<file path="src/rtl/binary_search_engine_pkg.sv">
// Shared types for the binary search engine: search modes, FSM states and
// the width helper for the probe counter.
package binary_search_engine_pkg;

  typedef enum logic [1:0] {
    MODE_EXACT = 2'b00,
    MODE_LOWER = 2'b01,
    MODE_UPPER = 2'b10
  } mode_e;

  typedef enum logic [2:0] {
    ST_IDLE    = 3'd0,
    ST_ISSUE   = 3'd1,
    ST_WAIT    = 3'd2,
    ST_COMPARE = 3'd3,
    ST_FINISH  = 3'd4
  } state_e;

  localparam int DEFAULT_ADDR_WIDTH = 5;

  // A full range needs at most addr_width+1 probes, plus the zero value.
  function automatic int probes_width(input int aw);
    return $clog2(aw + 2);
  endfunction

  localparam int DEFAULT_PROBES_WIDTH = probes_width(DEFAULT_ADDR_WIDTH);

  // The reserved encoding 2'b11 behaves as an exact search.
  function automatic mode_e decode_mode(input logic [1:0] m);
    case (m)
      2'b01:   return MODE_LOWER;
      2'b10:   return MODE_UPPER;
      default: return MODE_EXACT;
    endcase
  endfunction

endpackage

</file>
<file path="src/rtl/binary_search_engine_cmp.sv">
// Key-versus-memory-word comparator; the only place where signed or
// unsigned ordering is decided.
module binary_search_engine_cmp #(
  parameter int data_width  = 8,
  parameter bit signed_data = 1'b0
) (
  input  logic [data_width-1:0] key,
  input  logic [data_width-1:0] data_out,
  output logic                  eq,
  output logic                  gt
);

  always_comb begin
    eq = (key == data_out);
    if (signed_data) gt = ($signed(key) > $signed(data_out));
    else             gt = (key > data_out);
  end

endmodule

</file>
<file path="src/rtl/binary_search_engine.sv">
// Binary search over an inclusive address range of an external sorted
// memory, supporting exact, lower-bound and upper-bound lookups.
module binary_search_engine
  import binary_search_engine_pkg::*;
#(
  parameter int data_width  = 8,
  parameter int addr_width  = 5,
  parameter int mem_latency = 1,
  parameter bit signed_data = 1'b0
) (
  input  logic                                  clk,
  input  logic                                  reset,
  input  logic                                  start,
  input  logic [data_width-1:0]                 A,
  input  logic [1:0]                            mode,
  input  logic [addr_width-1:0]                 lo_bound,
  input  logic [addr_width-1:0]                 hi_bound,
  output logic                                  rd_en,
  output logic [addr_width-1:0]                 address,
  input  logic [data_width-1:0]                 data_out,
  output logic                                  busy,
  output logic                                  done,
  output logic [addr_width-1:0]                 L,
  output logic                                  found,
  output logic                                  not_found,
  output logic [probes_width(addr_width)-1:0]   probes
);

  // Handshake: start is sampled only in IDLE; busy is high while probing,
  // done pulses for exactly one cycle with results already valid, and any
  // start seen while busy or during the done cycle is dropped.

  localparam int RW = addr_width + 1;
  typedef logic [RW-1:0] range_t;

  function automatic range_t mid_of(input range_t lo, input range_t hi);
    return lo + ((hi - lo) >> 1);
  endfunction

  state_e                state_q;
  mode_e                 mode_q;
  logic [data_width-1:0] key_q;
  range_t                lo_q, hi_q, mid_q;
  logic [addr_width-1:0] cand_q;
  logic                  cand_valid_q;
  logic [2:0]            wait_q;

  logic                  eq, gt;
  logic                  hit, take, go_left, empty;
  range_t                next_lo, next_hi;
  logic [addr_width-1:0] cand_next;

  binary_search_engine_cmp #(
    .data_width  (data_width),
    .signed_data (signed_data)
  ) u_cmp (
    .key      (key_q),
    .data_out (data_out),
    .eq       (eq),
    .gt       (gt)
  );

  assign rd_en   = (state_q == ST_ISSUE);
  assign busy    = (state_q == ST_ISSUE) || (state_q == ST_WAIT) || (state_q == ST_COMPARE);
  assign done    = (state_q == ST_FINISH);
  assign address = mid_q[addr_width-1:0];

  always_comb begin
    hit     = 1'b0;
    take    = 1'b0;
    go_left = 1'b0;
    unique case (mode_q)
      MODE_LOWER: begin take = !gt;        go_left = !gt;  end
      MODE_UPPER: begin take = !gt && !eq; go_left = take; end
      default:    begin hit  = eq;         go_left = !eq && !gt; end
    endcase
    next_lo = lo_q;
    next_hi = hi_q;
    if (go_left) next_hi = mid_q - 1'b1;
    else         next_lo = mid_q + 1'b1;
    // A left move from the bottom of the range ends it rather than wrapping.
    empty     = go_left ? (mid_q == lo_q) : (next_lo > next_hi);
    cand_next = take ? mid_q[addr_width-1:0] : cand_q;
  end

  always_ff @(posedge clk or posedge reset) begin
    if (reset) begin
      state_q      <= ST_IDLE;
      mode_q       <= MODE_EXACT;
      key_q        <= '0;
      lo_q         <= '0;
      hi_q         <= '0;
      mid_q        <= '0;
      cand_q       <= '0;
      cand_valid_q <= 1'b0;
      wait_q       <= '0;
      L            <= '0;
      found        <= 1'b0;
      not_found    <= 1'b0;
      probes       <= '0;
    end else begin
      unique case (state_q)
        ST_IDLE: begin
          if (start) begin
            key_q        <= A;
            mode_q       <= decode_mode(mode);
            lo_q         <= {1'b0, lo_bound};
            hi_q         <= {1'b0, hi_bound};
            cand_valid_q <= 1'b0;
            found        <= 1'b0;
            probes       <= '0;
            if (lo_bound > hi_bound) begin
              not_found <= 1'b1;
              state_q   <= ST_FINISH;
            end else begin
              not_found <= 1'b0;
              mid_q     <= mid_of({1'b0, lo_bound}, {1'b0, hi_bound});
              state_q   <= ST_ISSUE;
            end
          end
        end
        ST_ISSUE: begin
          probes  <= probes + 1'b1;
          wait_q  <= 3'd1;
          state_q <= (mem_latency > 1) ? ST_WAIT : ST_COMPARE;
        end
        ST_WAIT: begin
          if (int'(wait_q) >= mem_latency - 1) state_q <= ST_COMPARE;
          else                                 wait_q  <= wait_q + 3'd1;
        end
        ST_COMPARE: begin
          lo_q         <= next_lo;
          hi_q         <= next_hi;
          cand_q       <= cand_next;
          cand_valid_q <= cand_valid_q | take;
          if (hit) begin
            L       <= mid_q[addr_width-1:0];
            found   <= 1'b1;
            state_q <= ST_FINISH;
          end else if (empty) begin
            state_q <= ST_FINISH;
            if (take || cand_valid_q) begin
              found <= 1'b1;
              L     <= cand_next;
            end else begin
              not_found <= 1'b1;
            end
          end else begin
            mid_q   <= mid_of(next_lo, next_hi);
            state_q <= ST_ISSUE;
          end
        end
        ST_FINISH: state_q <= ST_IDLE;
        default:   state_q <= ST_IDLE;
      endcase
    end
  end

endmodule

</file>
<file path="config.mk">
export PLATFORM = sky130hd
export DESIGN_NAME = binary_search_engine
export DESIGN_NICKNAME = d
export VERILOG_FILES = /design/src/rtl/binary_search_engine_pkg.sv /design/src/rtl/binary_search_engine_cmp.sv /design/src/rtl/binary_search_engine.sv
export SDC_FILE = /design/constraint.sdc
export NUM_CORES = 1
export LEC_CHECK = 0
export ABC_CLOCK_PERIOD_IN_PS = 4830
export CORE_ASPECT_RATIO = 0.6
export CORE_MARGIN = 2
export CORE_UTILIZATION = 51
export CTS_CLUSTER_DIAMETER = 30
export CTS_CLUSTER_SIZE = 28
export DETAILED_ROUTE_END_ITERATION = 10
export PLACE_DENSITY_LB_ADDON = 0.2
export SETUP_SLACK_MARGIN = 0.15
export SYNTH_ARGS = -nofsm -noshare
export SYNTH_HDL_FRONTEND = slang
export SYNTH_SLANG_ARGS = --single-unit
</file>
<file path="constraint.sdc">
create_clock -name clk -period 4.83 [get_ports clk]
set_input_delay 0.483 -clock clk [delete_from_list [all_inputs] [get_ports clk]]
set_output_delay 0.483 -clock clk [all_outputs]
set_load 0.01 [all_outputs]
</file>
==> results.txt <==
Outcome -> completed
N_diodes -> 0
Critical Path Fanout Max -> 4
Max-slew violations -> 0
CP startpoint -> key_q[5]
Chip height -> 71.4 um
Hold Vio Cnt, Final -> 0
R2r setup slk -> 0.29 ns
Actual slew at the worst max-slew pin -> 1.04 ns
FF+latch count, synth -> 47
Crit. End Element -> flop
Commonest cells after routing, fill and taps aside -> 50 x nand2_1, 47 x dfrtp_1, 47 x buf_4
WL per Instance -> 18.7 um
Critical R2R Capture -> mid_q[5]
Worst-case clock skew -> 0.0107 ns
Worst r2r src -> key_q[5]
Final core occ -> 71.3%
Slowest stage delay, CP -> 0.43 ns
Global-route wire length before repair -> 18,500 um
DR vias -> 3,754
Setup tns final -> 0 ns
WP data required -> 5.06 ns
RSZ-0062 raised after global routing -> false
DR iter-0 viols -> 413
Max_slew headroom -> 30.7%
CP Capture Point -> mid_q[5]
CP Buf/Inv Count -> 6
Worst R2R Path Depth -> 20
Synthesized area -> 3860 sq um
Root Driver -> clkbuf_16
TritonCTS Buffers -> 5
Post-DP HPWL -> 8460 um
Setup CP Type -> reg2reg
Routed Antenna Nets -> 0
Area growth syn-to-layout -> 35.0%
Gr usage total -> 29.3%
Mapped Avg Cell Area -> 8.61 sq um
Top Ports -> 49
Number of nets in the layout -> 590
Initial Utilization -> 52.9%
Syn Nets -> 510
Hold Path Origin -> probes[2]
Clock Path Buffers -> 2
Tmin final -> 4.54 ns
Post-place setup slack -> -0.231 ns
Period utilization -> 94.0%
Count of cell types in the netlist -> 71
Delay-heaviest family, CP -> adder cells
# DRC -> 0
Die width -> 116 um
Ys async rst share -> 100%
Cells after Synth -> 448
Fill cell count -> 568
Worst setup margin -> 0.289 ns
Initial antenna violation count -> 0
GRT overflow -> 0
Crit path depth -> 20
Worst Path Arrival -> 4.77 ns
Crit-path cells -> ha_4 -> a211oi_4 -> nor2_4 -> nor4b_4 -> buf_4 -> nor2_4 -> mux2i_4 -> buf_6 -> inv_2 -> fa_2 -> buf_6 -> inv_1 -> maj3_2 -> maj3_2 -> or3_4 -> and3_4 -> buf_4 -> o41a_1 -> nor4bb_4 -> a211oi_2
Most used DFF post-synth -> dfrtp_1
Post-DR vias/cell -> 5.93
Share of cells above drive strength 1 -> 26.8%
Number of enable flip-flop cells after synthesis -> 0
WHS -> 0.486 ns
HP Class -> reg2reg
H-Tree Depth -> 2
Largest net degree at the start of global routing -> 48
Leading cell type in the layout, fill and taps excluded -> nand2_1
Drt pass-1 iters -> 5
CTS tree -> yes
Max cap viols -> 0
Vias in the first global route -> 3,567
DIE AREA -> 8300 sq um
Clock transition at path regs -> 0.08 ns
Routability cong. -> 0.995
Port buffer count -> 48
CP max stage cell -> dfrtp_1
Sequential fraction of the synthesis area -> 30.5%
# clock sinks -> 47
Final wirelength -> 11,800 um
Core Footprint -> 7300 sq um
Final setup violating endpoints -> 0
Peak Freq -> 220 MHz
Crit start category -> flop
Row count -> 24
Clk_lat worst skew -> 0.31 ns
Yosys warns -> 0
==> synth_stat cells, types with 8 or more instances <==
master / number / share of area, %
nand3_1: 11 / 1.4
dfrtp_1: 47 / 30
o21ai_0: 39 / 5.1
mux2_2: 11 / 3.2
xor2_1: 10 / 2.3
nand2_1: 50 / 4.9
nor3_1: 8 / 1.0
ha_1: 28 / 9.1
clkbuf_1: 18 / 1.8
a21oi_1: 21 / 2.7
inv_1: 34 / 3.3
xnor2_1: 18 / 4.1
nor2_1: 29 / 2.8
==> worst register-to-register path, delay by kind of cell, from the launching register on <==
family	cells	cell delay, ns
DFF	1	0.43
adders and majority gates	4	1.14
AOI/OAI and AO/OA	3	0.89
muxes	1	0.19
buffers and inverters	6	0.67
and+or+nand+nor	6	1.14
==> routing by layer <==
layer  wire, um  global-route usage [%]
met1       5450                    45.1
met2       5030                    41.6
met3       1180                    6.26
met4        184                    7.80
met5          0                       0
==> cell families (layout without fill, tap and decap cells) <==
logic type	after synthesis	in the layout	synth area share [%]
buffers and inverters	60	141	6.58
adders and majority gates	33	33	11.2
DFF	47	47	30.5
xor gates and xnor gates	31	31	8.24
and+or+nand+nor	139	139	18.3
AOI/OAI and AO/OA	121	121	20.4
muxes	17	17	4.77
==> how the worst min path moves through the flow <==
stage,end,slack (ns),cells after the start
final,probes[2],0.49,1
after global routing,found,0.52,1
after CTS,found,0.49,1
after detailed placement,found,0.47,1
after global placement,found,0.46,1
after floorplan,cand_q[0],0.45,2
==> registers in the layout, indices dropped and copies added (netlist names) <==
name          count
cand_q            5
key_q             8
not_found         1
lo_q              6
L                 5
mid_q             6
hi_q              6
probes            3
found             1
cand_valid_q      1
mode_q            2
state_q           3
==> through the flow <==
| stage | std cells | cell area (sq um) |
|---|---|---|
| 3_5_place_dp | 616 | 4730 |
| 6_report | 633 | 5210 |
| 5_1_grt | 633 | 5210 |
| 2_1_floorplan | 448 | 3940 |
| 4_1_cts | 628 | 4930 |
| 3_3_place_gp | 616 | 4730 |
==> cell type report <==
cell class,instances,area (sq um),share of cell area [%]
Clock buffer,6,129,2.48
Tap cell,104,130,2.50
Clock inverter,2,16.3,0.312
Inverter,34,130,2.50
Timing Repair Buffer,99,891,17.1
Multi-Input combinational cell,341,2730,52.5
Sequential cell,47,1180,22.6
==> what timing repair did <==
item | in CTS | in global routing
setup endpoints to repair | 5 | 8
buffers inserted | 4 | 5
pin swaps | 4 | 34
hold buffers | 0 | 0
resized for setup | 8 | 57
Power of run 1 is not shown: default switching activity piles up to over one toggle a cycle in this logic, so the estimate is an artifact.
